### src/rtl/eth_rx_axi_reader.sv
// AXI read initiator draining received Ethernet frames into a 32-bit valid/ready word stream.
// Optional protocol-type read is compiled in when ETH_RX_PROTO_READ_EN is defined.
`timescale 1ns/1ps
module eth_rx_axi_reader #(
  parameter logic [31:0] ADDR_RX_DATA_COUNT    = 32'h0000_0010,
  parameter logic [31:0] ADDR_RX_DATA          = 32'h0000_0008,
  parameter logic [31:0] ADDR_RX_PROTOCOL_TYPE = 32'h0000_0014,
  parameter logic [15:0] MAX_WORDS             = 16'd400,
  parameter logic [15:0] TIMEOUT_CYCLES        = 16'd4095
) (
  input  logic        clk_100_mhz,
  input  logic        rst,
  input  logic        enable,
  input  logic        rx_ready_int,
  output logic [31:0] araddr,
  output logic        arvalid,
  input  logic        arready,
  input  logic [31:0] rdata,
  input  logic        rvalid,
  input  logic        rlast,
  output logic        rready,
  output logic [31:0] m_data,
  output logic        m_valid,
  output logic        m_last,
  input  logic        m_ready,
  output logic [15:0] pkt_len,
`ifdef ETH_RX_PROTO_READ_EN
  output logic [15:0] pkt_proto,
`endif
  output logic        pkt_err,
  output logic        busy
);

  typedef enum logic [3:0] {
    S_IDLE,
    S_AR_CNT,
    S_R_CNT,
`ifdef ETH_RX_PROTO_READ_EN
    S_AR_PROTO,
    S_R_PROTO,
`endif
    S_AR_DATA,
    S_R_DATA,
    S_DRAIN,
    S_WAIT_CLR
  } state_t;

  state_t      state_q, state_d;
  logic [15:0] beat_q, beat_d;
  logic [15:0] timer_q, timer_d;
  logic [31:0] m_data_q, m_data_d;
  logic        m_valid_q, m_valid_d;
  logic        m_last_q, m_last_d;
  logic [15:0] pkt_len_q, pkt_len_d;
  logic        pkt_err_q, pkt_err_d;
`ifdef ETH_RX_PROTO_READ_EN
  logic [15:0] pkt_proto_q, pkt_proto_d;
`endif
  logic        abort;
  logic        ar_hs, r_hs, out_hs;

  assign abort = (state_q != S_IDLE) && (timer_q >= TIMEOUT_CYCLES);

  always_comb begin
    state_d   = state_q;
    beat_d    = beat_q;
    timer_d   = timer_q;
    m_data_d  = m_data_q;
    m_valid_d = m_valid_q;
    m_last_d  = m_last_q;
    pkt_len_d = pkt_len_q;
    pkt_err_d = 1'b0;
`ifdef ETH_RX_PROTO_READ_EN
    pkt_proto_d = pkt_proto_q;
`endif
    araddr  = 32'h0;
    arvalid = 1'b0;
    rready  = 1'b0;
    out_hs  = m_valid_q && m_ready;

    if (out_hs) m_valid_d = 1'b0;

    case (state_q)
      S_IDLE: begin
        beat_d = 16'd0;
        if (enable && rx_ready_int) state_d = S_AR_CNT;
      end
      S_AR_CNT: begin
        araddr  = ADDR_RX_DATA_COUNT;
        arvalid = !abort;
        if (arvalid && arready) state_d = S_R_CNT;
      end
      S_R_CNT: begin
        rready = !abort;
        if (rready && rvalid) begin
          pkt_len_d = rdata[15:0];
          // The slave discards 1FFF-count frames on its own, so skip the data read.
          if (rdata[15:0] == 16'h1FFF) state_d = S_WAIT_CLR;
`ifdef ETH_RX_PROTO_READ_EN
          else                         state_d = S_AR_PROTO;
`else
          else                         state_d = S_AR_DATA;
`endif
        end
      end
`ifdef ETH_RX_PROTO_READ_EN
      S_AR_PROTO: begin
        araddr  = ADDR_RX_PROTOCOL_TYPE;
        arvalid = !abort;
        if (arvalid && arready) state_d = S_R_PROTO;
      end
      S_R_PROTO: begin
        rready = !abort;
        if (rready && rvalid) begin
          pkt_proto_d = rdata[15:0];
          state_d     = S_AR_DATA;
        end
      end
`endif
      S_AR_DATA: begin
        araddr  = ADDR_RX_DATA;
        arvalid = !abort;
        if (arvalid && arready) state_d = S_R_DATA;
      end
      S_R_DATA: begin
        // One-entry output register: accept a beat whenever it is empty or emptying.
        rready = !abort && (!m_valid_q || m_ready);
        if (rready && rvalid) begin
          m_data_d  = rdata;
          m_valid_d = 1'b1;
          m_last_d  = rlast;
          beat_d    = beat_q + 16'd1;
          if (rlast) begin
            state_d = S_WAIT_CLR;
          end else if (beat_q + 16'd1 == MAX_WORDS) begin
            pkt_err_d = 1'b1;
            m_last_d  = 1'b1;
            state_d   = S_DRAIN;
          end
        end
      end
      S_DRAIN: begin
        rready = !abort;
        if (rready && rvalid && rlast) state_d = S_WAIT_CLR;
      end
      S_WAIT_CLR: begin
        if (!rx_ready_int) state_d = S_IDLE;
      end
      default: state_d = S_IDLE;
    endcase

    ar_hs = arvalid && arready;
    r_hs  = rready && rvalid;
    if (state_q == S_IDLE || state_d != state_q || ar_hs || r_hs || out_hs)
      timer_d = 16'd0;
    else
      timer_d = timer_q + 16'd1;

    // A word still waiting in the output register is delivered, but closes the frame.
    if (abort) begin
      pkt_err_d = 1'b1;
      state_d   = S_IDLE;
      timer_d   = 16'd0;
      if (m_valid_q && !m_ready) m_last_d = 1'b1;
    end
  end

  always_ff @(posedge clk_100_mhz) begin
    if (rst) begin
      state_q   <= S_IDLE;
      beat_q    <= 16'd0;
      timer_q   <= 16'd0;
      m_data_q  <= 32'h0;
      m_valid_q <= 1'b0;
      m_last_q  <= 1'b0;
      pkt_len_q <= 16'd0;
      pkt_err_q <= 1'b0;
`ifdef ETH_RX_PROTO_READ_EN
      pkt_proto_q <= 16'd0;
`endif
    end else begin
      state_q   <= state_d;
      beat_q    <= beat_d;
      timer_q   <= timer_d;
      m_data_q  <= m_data_d;
      m_valid_q <= m_valid_d;
      m_last_q  <= m_last_d;
      pkt_len_q <= pkt_len_d;
      pkt_err_q <= pkt_err_d;
`ifdef ETH_RX_PROTO_READ_EN
      pkt_proto_q <= pkt_proto_d;
`endif
    end
  end

  assign m_data  = m_data_q;
  assign m_valid = m_valid_q;
  assign m_last  = m_last_q;
  assign pkt_len = pkt_len_q;
  assign pkt_err = pkt_err_q;
  assign busy    = (state_q != S_IDLE);
`ifdef ETH_RX_PROTO_READ_EN
  assign pkt_proto = pkt_proto_q;
`endif

endmodule
### config.mk
export PLATFORM = sky130hd
export DESIGN_NAME = eth_rx_axi_reader
export DESIGN_NICKNAME = d
export VERILOG_FILES = /design/src/rtl/eth_rx_axi_reader.sv
export SDC_FILE = /design/constraint.sdc
export NUM_CORES = 1
export LEC_CHECK = 0
export BUFFER_PORTS_ARGS = -buffer_cell sky130_fd_sc_hd__buf_2
export CAP_MARGIN = 25
export CORE_MARGIN = 4
export CORE_UTILIZATION = 46
export CTS_BUF_LIST = sky130_fd_sc_hd__clkbuf_4 sky130_fd_sc_hd__clkbuf_8 sky130_fd_sc_hd__clkbuf_16
export DETAILED_ROUTE_END_ITERATION = 10
export PLACE_DENSITY = 0.76
export SETUP_SLACK_MARGIN = 0.02
export SLEW_MARGIN = 20
export SYNTH_ARGS = -nofsm -noshare
export SYNTH_HDL_FRONTEND = slang
export SYNTH_SLANG_ARGS = --single-unit
### constraint.sdc
create_clock -name clk_100_mhz -period 2.2 [get_ports clk_100_mhz]
set_input_delay 0.44 -clock clk_100_mhz [delete_from_list [all_inputs] [get_ports clk_100_mhz]]
set_output_delay 0.44 -clock clk_100_mhz [all_outputs]
set_load 0.01 [all_outputs]
After elaboration in Yosys (flattened, before gate mapping):

Cells that the tools add are included.

* logic and storage cells: 79
* input bits: 40
* output and inout port bits: 86
* flip-flop bits (word level): 87

* mux-type cells: 29
* order comparisons: 1
* equality and inequality tests: 10
* reduce and logical (&&, ||, !) cells: 29
* add/sub/neg operators: 2

Operator list (count)
* 2-to-1 mux 4 bit: 9
* adder 16 x 1 -> 16 bit, second input constant: 2
* case mux 16 bit (2 select lines): 1
* case mux 4 bit (7 select lines): 1
* equality test 16 x 13 -> 1 bit, second input constant: 1
* equality test 16 x 9 -> 1 bit, second input constant: 1
* greater-or-equal comparator 16 x 12 -> 1 bit, second input constant: 1
* 2-to-1 mux 16 bit: 1
* 2-to-1 mux 1 bit: 14
* equality test 4 x 3 -> 1 bit, second input constant: 3
* logical AND 1 bit: 11
* case mux 5 bit (2 select lines): 1
* equality test 4 x 2 -> 1 bit, second input constant: 2
* AND reduction 2 bit: 3
* OR reduction 2 bit: 3
* logical OR 1 bit: 5
* equality test 4 x 1 -> 1 bit, second input constant: 1
* zero test 4 bit: 1
* != test 4 bit: 1
* nonzero test 4 bit: 1
* zero test 1 bit: 3
* 2-to-1 mux 3 bit: 1
* OR reduction 3 bit: 1
* != test 2 bit, second input constant: 1
* 2 further kinds: 2

Depth between registers and ports, before layout:

* word-level depth: 13
* gate-level depth with buffers: 8
* mapped depth without buffers: 6

Least setup slack after synthesis:

Ideal clock, no wire load.

* kind: flip-flop to output port
* from: register timer_q[0]
* to: output port rready
* data arrival time: 1.671 ns
* buffers on the path: 0
* required time: 1.760 ns
* path slack: 0.089 ns
* stages on the path, launching flop included: 6
* path through: dfxtp_1 -> ha_1 -> nand3_1 -> or3_1 -> a21oi_1 -> nor3_1

* longest elaborated chain between the ends: 5

RTL lines
* from (decl): line 50 `logic [15:0] timer_q, timer_d;`
* from (signal assigned): line 184 `timer_q <= timer_d;`
* greater-or-equal comparator 16 x 12 -> 1 bit *: line 62 `assign abort = (state_q != S_IDLE) && (timer_q >= TIMEOUT_CYCLES);`
* logical AND 1 bit *: line 62
* zero test 1 bit *: line 94, 127, 143
* logical AND 1 bit: line 127 `rready = !abort && (!m_valid_q || m_ready);`
* case mux 1 bit (2 select lines) *: line 83 `case (state_q)`
* to (decl): line 21 `output logic rready,`

Every way passes the cells marked *; elsewhere a longest branch is shown, timed or not.

Final worst setup path:

* from: register state_q[0]
* to: output port rready

* longest elaborated chain between the ends: 5
* elaborated cells between the ends (all ways): 9
* those cells by class: eq/ne: 3; mux: 1; reduce/logical: 5

RTL lines
* from (decl): line 48 `state_t state_q, state_d;`
* from (signal assigned): line 182 `state_q <= state_d;`
* nonzero test 4 bit: line 62
* logical AND 1 bit: line 62
* zero test 1 bit: line 94, 127, 143
* logical AND 1 bit: line 127
* case mux 1 bit (2 select lines) *: line 83

Marks and branches as above.

==> flow_metrics.env <==
export IMPL_synth_top_area_share_pct=43.6
export IMPL_power_density_mw_per_mm2=608
export IMPL_cp_endpoint="rready"
export IMPL_drv_cap=0
export IMPL_synth_top_family_by_area="simple AND/OR/NAND/NOR gates"
export IMPL_viasPerCell=5.33
export IMPL_rows=33
export IMPL_cp_start_kind="register"
export IMPL_area_growth_pct=23.5
export IMPL_worst_clock_skew_ns=0.0131
export IMPL_dp_cells=708
export IMPL_max_stage_delay_ns=0.54
export IMPL_fin_util_pct=59.2
export IMPL_initial_core_util_pct=47.9
export IMPL_synth_mux_area_share_pct=0.251
export IMPL_worst_slack_ns=0.0630
export IMPL_avgSynthCellArea_um2=7.93
export IMPL_clock_sinks=87
export IMPL_rr_endpoint="timer_q[3]"
export IMPL_syn_inst=504
export IMPL_max_freq_mhz=468
export IMPL_ys_warn_count=0
export IMPL_ctsLongestPathBuffers=2
export IMPL_critical_path_peak_fanout=5
export IMPL_ys_top_cells_by_area="dfxtp_1 44%, nand2_1 11%, a21oi_1 7.6%, buf_4 5.6%, o21ai_0 2.5%"
export IMPL_hpwl_mm=7.29
export IMPL_yosys_register_bits=87
export IMPL_hp_class="primary input to register"
export IMPL_remaining_drc_errors=0
export IMPL_reg2reg_from="state_q[0]"
export IMPL_num_antenna_cells=0
export IMPL_p_leak_uw=0.00200
export IMPL_grt_usage_pct=19.6
export IMPL_cts_made_buffers=9
export IMPL_final_nets=658
export IMPL_ios=126
export IMPL_crit_start="state_q[0]"
export IMPL_ys_flop_type="dfxtp_1"
export IMPL_period_needed_ns=2.14
export IMPL_fin_crit_sh_pct=97.1
export IMPL_wl_per_cell_um=14.1
export IMPL_fp_dieH_um=101
export IMPL_layout_common_cells="112 x nand2_1, 95 x buf_2, 77 x dfxtp_1, 59 x a21oi_1, 35 x conb_1"
export IMPL_setup_violations=0
export IMPL_hold_viol_final=0
export IMPL_endpoint_kind="primary output"
export IMPL_worstHoldStart="rdata[17]"
export IMPL_clk_pin_slew_ns=0.09
export IMPL_core_area_mm2=0.00834
export IMPL_htreeDepth=3
export IMPL_ys_async_sr_fraction_pct=0
export IMPL_place_port_buffers=95
export IMPL_synth_enable_flop_cells=0
export IMPL_first_pass_iters=5
export IMPL_ir_drop_uv=498
export IMPL_arrival_ns=1.70
export IMPL_grt_pass1_wl_mm=16.4
export IMPL_critPathKind="register to primary output"
export IMPL_synth_compound_area_share_pct=16.2
export IMPL_ant_nets=0
export IMPL_drt_iter0_drc=157
export IMPL_dpl_cell_area_mm2=0.00461
export IMPL_drive_gt1_share_pct=26.6
export IMPL_rsz0062_at_grt="true"
export IMPL_die_area_mm2=0.0102
export IMPL_crit_slowest_cell="or3b_2"
export IMPL_cts_root_buffer="clkbuf_8"
export IMPL_synth_simple_area_share_pct=27.4
export IMPL_ys_seq_area_share_pct=43.6
export IMPL_status="complete, no violations"
export IMPL_overflow=0
export IMPL_synth_area_leader_cell="dfxtp_1"
export IMPL_grt_max_degree=49
export IMPL_die_w_um=101
export IMPL_grt_pass1_vias=3637
export IMPL_postCtsHoldBufs=0
export IMPL_antenna_found_initial=0
export IMPL_vias=3862
export IMPL_r2r_slack_ns=0.13
export IMPL_final_instance_count_excl_fill=725
export IMPL_cp_cell_sequence="or3b_2 -> a21oi_2 -> nor3_2 -> buf_2"
export IMPL_globalplace_congestion=0.898
export IMPL_final_common_cell="nand2_1"
export IMPL_clkLatencyLatePin_ns=0.36
export IMPL_slew_viol_final=0
export IMPL_synthAdderAreaFrac_pct=0.626
export IMPL_pre_cts_slack_ns=-0.00633
export IMPL_r2r_cells=5
export IMPL_required_ns=1.76
export IMPL_netlist_area_mm2=0.00400
export IMPL_synth_xor_area_share_pct=2.63
export IMPL_final_area_mm2=0.00493
export IMPL_yosysUniqueCellTypes=51
export IMPL_tritoncts="built"
export IMPL_drt_wl_total_mm=10.2
==> cells by family after synthesis <==
| logic type | after synthesis |
|---|---|
| compound gates | 110 |
| xor+xnor | 12 |
| fa+ha+maj | 2 |
| buf+inv | 65 |
| flops | 87 |
| mux | 1 |
| other cells | 1 |
| simple gates | 226 |
==> synthesized netlist by cell type (6+ instances only) <==
master    instances
xor2_1            8
nand3_1          16
nor4_1            6
nor2_1           20
nor2b_1           6
dfxtp_1          87
o21ai_0          20
a21oi_1          61
nor3_1           17
nand2_1         112
inv_1             8
and3_1            6
nand4_1          15
buf_2            10
buf_4            30
o31ai_1           6
clkbuf_1         17
==> layout make-up <==
cell class / instances / area (um2)
Fill cell: 732 / 3410
Multi-Input combinational cell: 386 / 2090
Sequential cell: 87 / 1750
Timing Repair Buffer: 124 / 706
Clock buffer: 10 / 138
Tap cell: 105 / 131
Clock inverter: 5 / 86.3
Inverter: 8 / 30.0
==> where the power goes <==
| group | internal (uW) | switching [uW] | total, uW |
|---|---|---|---|
| clock | 677 | 598 | 1270 |
| sequential | 1580 | 6.86 | 1590 |
| combinational | 46.7 | 94.5 | 141 |
| total | 2300 | 699 | 3000 |
==> worst min-delay path by stage <==
stage	depth (start not counted)	slack, ns	end
after floorplan	1	0.44	beat_q[15]
after global placement	2	0.44	m_data[26]
after detailed placement	2	0.44	pkt_len[4]
after CTS	3	0.29	m_data[17]
after global routing	3	0.32	m_data[17]
final	3	0.31	m_data[17]
==> worst max-delay path: cells and delay by family (launching register included) <==
| family | cells | cell delay, ns |
|---|---|---|
| compound gates | 1 | 0.19 |
| simple gates | 2 | 0.60 |
| flops | 1 | 0.40 |
| buf+inv | 1 | 0.15 |
==> timing repair <==
item                       CTS  global route
buffers inserted             1             1
resized for setup           10            13
setup endpoints to repair    2             6
pin swaps                    2             3
hold endpoints to repair     0             0
==> sequential cells by signal, indices dropped and copies added (netlist names) <==
register / flops
m_data: 32
beat_q: 16
pkt_len: 16
timer_q: 16
state_q: 4
m_last: 1
m_valid: 1
pkt_err: 1
==> metal layers <==
layer	share of wire (%)	global-route usage [%]
met4	1.9	7.67
met3	7.0	4.68
met1	43	25.1
met5	0	0
met2	48	32.1
==> per-stage QoR <==
step	hold WS, ns	setup TNS (ns)	total power [uW]
floorplan	0.441	0	1730
global placement	0.435	0	1750
finish	0.310	0	3000
CTS	0.295	0	3010
detailed placement	0.442	-0.00633	1760
global route	0.315	0	3100
No activity file was read; power rests on OpenSTA's default activity.
